$ cat config.mk
export PLATFORM = sky130hd
export DESIGN_NAME = ifetch_unit
export DESIGN_NICKNAME = d
export VERILOG_FILES = /design/src/rtl/core_pkg.sv /design/src/rtl/fetch_fifo.sv /design/src/rtl/ifetch_unit.sv
export SDC_FILE = /design/constraint.sdc
export NUM_CORES = 1
export LEC_CHECK = 0
export ABC_AREA = 0
export BUFFER_PORTS_ARGS = -buffer_cell sky130_fd_sc_hd__buf_4
export CAP_MARGIN = 20
export CORE_UTILIZATION = 50
export CTS_BUF_LIST = sky130_fd_sc_hd__clkbuf_4
export DETAILED_ROUTE_END_ITERATION = 10
export PLACE_DENSITY = 0.81
export SYNTH_ARGS = -nofsm -noshare
export SYNTH_HDL_FRONTEND = slang
export SYNTH_SLANG_ARGS = --single-unit
export TNS_END_PERCENT = 20
$ cat constraint.sdc
create_clock -name clk -period 7.56 [get_ports clk]
set_input_delay 0.756 -clock clk [delete_from_list [all_inputs] [get_ports clk]]
set_output_delay 0.756 -clock clk [all_outputs]
set_load 0.01 [all_outputs]
$ cat src/rtl/core_pkg.sv
// rtl/core_pkg.sv - shared fetch-stage constants and the fetch queue entry type
package core_pkg;

  localparam int CORE_ADDR_WIDTH = 32;
  localparam int CORE_DATA_WIDTH = 32;
  localparam int CORE_FQ_DEPTH   = 2;
  localparam logic [CORE_ADDR_WIDTH-1:0] CORE_RESET_PC = 32'h0000_0000;

  // One fetched word together with the address it came from
  typedef struct packed {
    logic [CORE_ADDR_WIDTH-1:0] pc;
    logic [CORE_DATA_WIDTH-1:0] instr;
  } fetch_entry_t;

endpackage

$ cat src/rtl/fetch_fifo.sv
// rtl/fetch_fifo.sv - small fetch queue of fetch_entry_t with push/pop/flush; flush wins over push
module fetch_fifo
  import core_pkg::*;
#(
  parameter  int DEPTH = CORE_FQ_DEPTH,
  localparam int PW    = $clog2(DEPTH),
  localparam int CW    = $clog2(DEPTH) + 1
) (
  input  logic          clk,
  input  logic          nrst,
  input  logic          i_push,
  input  fetch_entry_t  i_push_data,
  input  logic          i_pop,
  input  logic          i_flush,
  output fetch_entry_t  o_head,
  output logic [CW-1:0] o_count,
  output logic          o_empty
);

  fetch_entry_t  r_mem [DEPTH];
  logic [PW-1:0] r_wr_ptr;
  logic [PW-1:0] r_rd_ptr;
  logic [CW-1:0] r_count;
  logic          w_full;
  logic          w_do_push;
  logic          w_do_pop;

  assign w_full    = (r_count == CW'(DEPTH));
  assign o_empty   = (r_count == '0);
  assign w_do_pop  = i_pop & ~o_empty;
  // A full queue still accepts a word when the head leaves in the same cycle
  assign w_do_push = i_push & (~w_full | w_do_pop);
  assign o_head    = r_mem[r_rd_ptr];
  assign o_count   = r_count;

  // Storage, pointers and occupancy; storage is cleared on reset so the head reads zero
  always_ff @(posedge clk or negedge nrst) begin
    if (!nrst) begin
      r_wr_ptr <= '0;
      r_rd_ptr <= '0;
      r_count  <= '0;
      for (int i = 0; i < DEPTH; i++) begin
        r_mem[i] <= '0;
      end
    end else if (i_flush) begin
      r_wr_ptr <= '0;
      r_rd_ptr <= '0;
      r_count  <= '0;
    end else begin
      if (w_do_push) begin
        r_mem[r_wr_ptr] <= i_push_data;
        r_wr_ptr        <= r_wr_ptr + PW'(1);
      end
      if (w_do_pop) begin
        r_rd_ptr <= r_rd_ptr + PW'(1);
      end
      r_count <= r_count + CW'(w_do_push) - CW'(w_do_pop);
    end
  end

endmodule

$ cat src/rtl/ifetch_unit.sv
// rtl/ifetch_unit.sv - fetch stage: PC, imem addressing, redirect, fetch queue to decode (option IFETCH_MISALIGN_CHECK_EN)
module ifetch_unit
  import core_pkg::*;
#(
  parameter int                    ADDR_WIDTH = CORE_ADDR_WIDTH,
  parameter int                    DATA_WIDTH = CORE_DATA_WIDTH,
  parameter logic [ADDR_WIDTH-1:0] RESET_PC   = CORE_RESET_PC,
  parameter int                    FQ_DEPTH   = CORE_FQ_DEPTH
) (
  input  logic                  clk,
  input  logic                  nrst,
  output logic [ADDR_WIDTH-1:0] imem_addr,
  input  logic [DATA_WIDTH-1:0] imem_data,
  input  logic                  redirect_valid,
  input  logic [ADDR_WIDTH-1:0] redirect_pc,
  output logic                  id_valid,
  input  logic                  id_ready,
  output logic [DATA_WIDTH-1:0] id_instr,
  output logic [ADDR_WIDTH-1:0] id_pc,
  output logic [ADDR_WIDTH-1:0] id_pc4,
  output logic                  fetch_fault
);

  localparam int FQ_CW = $clog2(FQ_DEPTH) + 1;

  logic [ADDR_WIDTH-1:0] r_pc;
  logic [ADDR_WIDTH-1:0] w_redirect_target;
  logic                  w_fault_halt;
  logic                  w_pop;
  logic                  w_push;
  logic                  w_empty;
  logic [FQ_CW-1:0]      w_count;
  fetch_entry_t          w_push_entry;
  fetch_entry_t          w_head;

  assign imem_addr    = r_pc;
  assign id_valid     = ~w_empty;
  assign w_pop        = id_valid & id_ready;
  assign w_push       = ~w_fault_halt & ~redirect_valid &
                        ((w_count < FQ_CW'(FQ_DEPTH)) | w_pop);
  assign w_push_entry = '{pc: r_pc, instr: imem_data};

`ifdef IFETCH_MISALIGN_CHECK_EN
  logic r_fault;

  // Misaligned target is loaded as-is so the faulting address stays visible
  assign w_redirect_target = redirect_pc;

  // Sticky fault: a misaligned redirect stops all further fetching until reset
  always_ff @(posedge clk or negedge nrst) begin
    if (!nrst) begin
      r_fault <= 1'b0;
    end else if (redirect_valid && (redirect_pc[1:0] != 2'b00)) begin
      r_fault <= 1'b1;
    end
  end

  assign w_fault_halt = r_fault;
`else
  // Without the check the low address bits are simply dropped
  assign w_redirect_target = redirect_pc & ~ADDR_WIDTH'(3);
  assign w_fault_halt      = 1'b0;
`endif

  assign fetch_fault = w_fault_halt;

  // Program counter: redirect beats sequential advance; advance only when a word is queued
  always_ff @(posedge clk or negedge nrst) begin
    if (!nrst) begin
      r_pc <= RESET_PC;
    end else if (redirect_valid) begin
      r_pc <= w_redirect_target;
    end else if (w_push) begin
      r_pc <= r_pc + ADDR_WIDTH'(4);
    end
  end

  fetch_fifo #(
    .DEPTH(FQ_DEPTH)
  ) u_fetch_fifo (
    .clk        (clk),
    .nrst       (nrst),
    .i_push     (w_push),
    .i_push_data(w_push_entry),
    .i_pop      (w_pop),
    .i_flush    (redirect_valid),
    .o_head     (w_head),
    .o_count    (w_count),
    .o_empty    (w_empty)
  );

  assign id_instr = w_head.instr;
  assign id_pc    = w_head.pc;
  assign id_pc4   = w_head.pc + ADDR_WIDTH'(4);

endmodule

[Word level (Yosys, flattened, before mapping)]
Index checks and enable logic that the tools add are counted.
Operators by class
  $add $sub $neg: 6
  $lt $le $gt $ge: 4
  equal/unequal tests: 1
  mux-type cells: 13
  bitwise gates (word level): 11
  reduce and logical (&&, ||, !) cells: 6
Operators with widths (number)
  64-bit 2-to-1 mux: 4
  128-bit bitwise mux: 1
  32-bit by 3-bit adder with 32-bit output, second input constant: 2
  64-bit demux with 1-bit select: 1
  32-bit 2-to-1 mux: 2
  2-bit nonzero test: 3
  1-bit bitwise AND: 4
  2-bit greater-or-equal comparator, second input constant: 2
  1-bit 2-to-1 mux: 4
  1-bit NOT with 2-bit output: 2
  1-bit NOT: 3
  1-bit adder, second input constant: 2
  2-bit by 1-bit adder with 2-bit output: 1
  2-bit == test, second input constant: 1
  2-bit logical NOT: 1
  2-bit by 1-bit < comparator with 1-bit output, second input constant: 1
  2-bit < comparator, second input constant: 1
  2-bit 2-to-1 mux: 1
  1-bit OR: 2
  2-bit AND reduction: 1
  2-bit by 1-bit subtractor with 2-bit output: 1
  1-bit logical AND: 1
Storage, ports and cells
  flip-flop bits (word level): 164
  input port bits: 68
  output and inout bits: 130
  word-level logic and storage cells: 49

[Longest topological paths before layout]
  depth after elaboration: 9
  depth in mapped cells: 12
  gate-level depth less buffers: 7

[Modules after synthesis]
From an unflattened synthesis, not the netlist that was laid out.
Second synthesis, totals
  cells, all modules: 664
  area total of the unflattened synthesis: 8378.0 um^2
Modules (own cells, without submodules)
  fetch_fifo: times used 1, cells an instance 364, area an instance 5973.2 um^2, sequential area each 3303.2 um^2
  ifetch_unit: times used 1, cells an instance 300, area an instance 2404.8 um^2, sequential area each 750.7 um^2

[Worst setup path before layout]
OpenSTA, ideal clock, no wires.
  path kind: flip-flop to output port
  start point: register u_fetch_fifo.r_rd_ptr
  end point: output id_pc4[10]
  arrival time: 3.004 ns
  path slack: 3.800 ns
  stages on the path, launching flop included: 12
  path buffers: 5
  path through: dfrtp_1 -> buf_6 -> clkbuf_1 -> buf_2 -> buf_1 -> buf_2 -> mux2_2 -> ha_1 -> nor2b_1 -> nand2_1 -> a2111oi_0 -> xor2_1
Between the ends
  cells in the longest elaborated chain, start to end: 5
RTL lines
  from (decl): RTL line fetch_fifo.sv:22  | logic [PW-1:0] r_rd_ptr;
  from (signal assigned): RTL line fetch_fifo.sv:55  | r_rd_ptr <= r_rd_ptr + PW'(1);
  1-bit NOT with 2-bit output (implied by the code): RTL line fetch_fifo.sv:33  | assign o_head = r_mem[r_rd_ptr];
  64-bit 2-to-1 mux (implied by the code) (3 in a row): RTL line fetch_fifo.sv:33
  via id_pc[3]: RTL line ifetch_unit.sv:19  | output logic [ADDR_WIDTH-1:0] id_pc,
  32-bit by 3-bit adder with 32-bit output: RTL line ifetch_unit.sv:94  | assign id_pc4 = w_head.pc + ADDR_WIDTH'(4);
  to (decl): RTL line ifetch_unit.sv:20  | output logic [ADDR_WIDTH-1:0] id_pc4,
The timed path passes the listed nets, and every way through them passes these cells. The select of a mux whose other input is x is not followed.

[Worst setup path after layout]
  start point: register u_fetch_fifo.r_rd_ptr
  end point: output id_pc4[10]
Between the ends
  cells in the longest elaborated chain, start to end: 5
RTL lines (RTL line)
  1-bit NOT with 2-bit output (implied by the code): fetch_fifo.sv:33
  64-bit 2-to-1 mux (implied by the code) (3 in a row): fetch_fifo.sv:33
  32-bit by 3-bit adder with 32-bit output: ifetch_unit.sv:94
Every way passes these cells. The select of a mux whose other input is x is not followed.

==> reports/metrics.csv <==
metric;value;unit
status;complete, no violations;
Crit-path slowest cell;dfrtp_4;
worst path required time;6.80;ns
RR Endpoint;imem_addr[31];
period utilisation layout;0.612;
Fmax;216;MHz
flops & latches, synth;158;
initial DRC count;312;
WL/cell;16.9;µm
fin area;9900;µm²
overall routing resource usage;0.229;
initial antenna violation count;0;
Starting Density;0.521;
top post-synthesis cells by area;dfrtp_1 49%, mux2_2 25%, xnor2_1 4.1%, nand2_1 2.6%, xor2_1 2.3%;
CP Capture Type;output pin;
worst clock skew;0.0196;ns
clock sinks;158;
Clk pin slew, worst setup/hold paths;0.14;ns
clk_lat worst skew;0.54;ns
Synth Warn #;0;
Rows;45;
endpoints failing hold;0;
setup bufs post-CTS;0;
hold_buf cts;0;
NetSw;0.00127;W
antenna-violating nets left;0;
Sw Ratio;0.357;
Hold Crit Class;in2async;
number of global-route vias before repair;5764;
relative slew slack;0.404;
CTS H-tree depth;4;
first-pass GRT wire length;29.4;mm
Vias/cell;5.44;
maxcap violations;0;
Via Count;5864;
layout cell share with drive strength beyond 1;0.482;
Post-synth ARST share;1.00;
Synth top cells by count;181 x mux2_2, 158 x dfrtp_1, 55 x nand2_1;
max incr delay on CP;0.76;ns
actual slew at the worst max-slew pin;0.892;ns
die width;129;µm
TNS Setup;0;ns
DRT Wirelength;18.2;mm
GPL Wtd Cong;0.835;
Root Buffer;clkbuf_4;
CP most frequent cell;buf_4;
placed standard-cell area;9580;µm²
Post-CTS Resized;0;
Top FF cell, synth;dfrtp_1;
Startpoint Class;register;
max-slew violations;0;
Syn-to-layout area delta;23.2;%
hpwl dp;12.8;mm
Peak VDD IR;0.209;mV
post-synthesis sequential area ratio;0.492;
post-synthesis cell type count;42;
IO Pins;198;
Buffers on Ports;188;
Pint;0.00230;W
Leak;4.35;nW
Period minus WS final;4.62;ns
Core ar.;15400;µm²
largest net degree at the start of global routing;85;
RSZ-0062 raised after global routing;no;
die span in y;129;µm
Worst R2R Path Depth;5;
kind of critical path;reg2out;
count leader, synth;mux2_2;
full die area;16600;µm²
mapped cell area;8030;µm²
DRC viols;0;
antenna cell count;0;
post-synth top area cell;dfrtp_1;
worst path arrival time;3.87;ns
Logic pwr share;0.460;
Synth top area share;0.492;
synthesized netlist cell count;678;
EDFF count, synth;0;
# nets final;925;
flop2flop setup slack;4.80;ns
PwrDens;361;nW/µm²
CP Cell Sequence;buf_4 -> mux2_2 -> ha_1 -> nor2b_1 -> nand2_1 -> a2111oi_0 -> xor2_1 -> buf_4;
r2r startpoint;u_fetch_fifo.o_count[1];
power share of the clock group;0.143;
TritonCTS clock tree;yes;
CP max FO;62;
Sequential Power Share;0.397;
Post-Syn Area per Cell;11.8;µm²
CTS Buf Count;17;
final setup fails;0;
global route overflow;0;
CTS max path bufs;2;
Pre-antenna DRT Iters;5;
==> stage by stage <==
step | cells | total power, W | utilization | worst slack, ns | hold slack (ns)
global placement | 1044 | 0.00304 | 0.621 | 3.53 | 0.483
floorplan | 684 | 0.00236 | - | 3.80 | 0.460
detailed placement | 1044 | 0.00308 | 0.621 | 3.54 | 0.490
global route | 1077 | 0.00380 | 0.641 | 2.66 | 0.211
CTS | 1076 | 0.00360 | 0.640 | 2.88 | 0.190
finish | 1077 | 0.00357 | 0.641 | 2.94 | 0.197
==> flip-flops by register name, summed over array words and instances (netlist names) <==
name / flops
u_fetch_fifo.r_mem: 124
u_fetch_fifo.r_rd_ptr: 1
imem_addr: 30
u_fetch_fifo.o_count: 2
u_fetch_fifo.r_wr_ptr: 1
==> placed cells by master (no fill, tap or decap), types with 5 or more instances in the layout <==
cell type	netlist	layout
nor3_1	11	10
nand2_1	55	55
dfrtp_1	158	157
nor2_1	17	17
nand3b_1	8	8
o21ai_0	27	27
nand4b_1	5	5
conb_1	1	7
nand4_1	15	15
nand3_1	19	19
nor4_1	13	13
mux2i_1	7	7
buf_4	7	193
clkbuf_4	0	17
and3_1	5	5
mux2_2	181	181
inv_1	11	11
xnor2_1	38	38
inv_6	0	5
xor2_1	21	21
==> power by group through the flow <==
| stage | registers [W] | logic, W | clock network (W) |
|---|---|---|---|
| floorplan | 0.00134 | 0.00102 | 0 |
| global route | 0.00146 | 0.00178 | 0.000561 |
| detailed placement | 0.00143 | 0.00165 | 0 |
| finish | 0.00142 | 0.00164 | 0.000509 |
| CTS | 0.00142 | 0.00166 | 0.000531 |
| global placement | 0.00142 | 0.00162 | 0 |
==> layout make-up <==
cell class                 instances  area [µm²]
clock buffer                      17         128
clock inverter                    15         159
inverter                          11        41.3
fill                            1271        5530
sequential                       158        3960
tap                              211         264
multi-input combinational        470        3860
timing repair buffer             195        1490
==> worst max-delay path by stage <==
| stage | start | end | slack, ns |
|---|---|---|---|
| final | u_fetch_fifo.r_rd_ptr | id_pc4[10] | 2.94 |
| after global routing | u_fetch_fifo.r_rd_ptr | id_pc4[10] | 2.66 |
| after CTS | u_fetch_fifo.r_rd_ptr | id_pc4[10] | 2.88 |
| after detailed placement | u_fetch_fifo.r_rd_ptr | id_pc4[10] | 3.54 |
| after global placement | u_fetch_fifo.r_rd_ptr | id_pc4[10] | 3.53 |
| after floorplan | u_fetch_fifo.r_rd_ptr | id_pc4[10] | 3.80 |
==> cell families after synthesis <==
kind of cell,count (synthesis),synth area share
AOI/OAI and AO/OA,44,0.0332
xor gates and xnor gates,59,0.0643
adders and majority gates,4,0.00623
buffers and inverters,56,0.0311
DFF,158,0.492
muxes,188,0.262
other,1,0.000467
and+or+nand+nor,168,0.110
==> metal layers <==
| layer | vias to the layer above | global-route usage | part of all wire |
|---|---|---|---|
| met4 | 0 | 0.0720 | 0.012 |
| met2 | 221 | 0.367 | 0.46 |
| met5 | - | 0 | 0 |
| met1 | 2864 | 0.300 | 0.44 |
| met3 | 21 | 0.0690 | 0.084 |
| li1 | 2758 | - | - |
==> critical path: cells and delay by family (launching register included) <==
| family | cells | cell delay [ns] |
|---|---|---|
| fa+ha+maj | 1 | 0.24 |
| buf+inv | 2 | 0.78 |
| compound gates | 1 | 0.67 |
| simple gates | 2 | 0.34 |
| flops | 1 | 0.76 |
| mux | 1 | 0.33 |
| xor+xnor | 1 | 0.20 |
(Power assumes the default switching activity.)
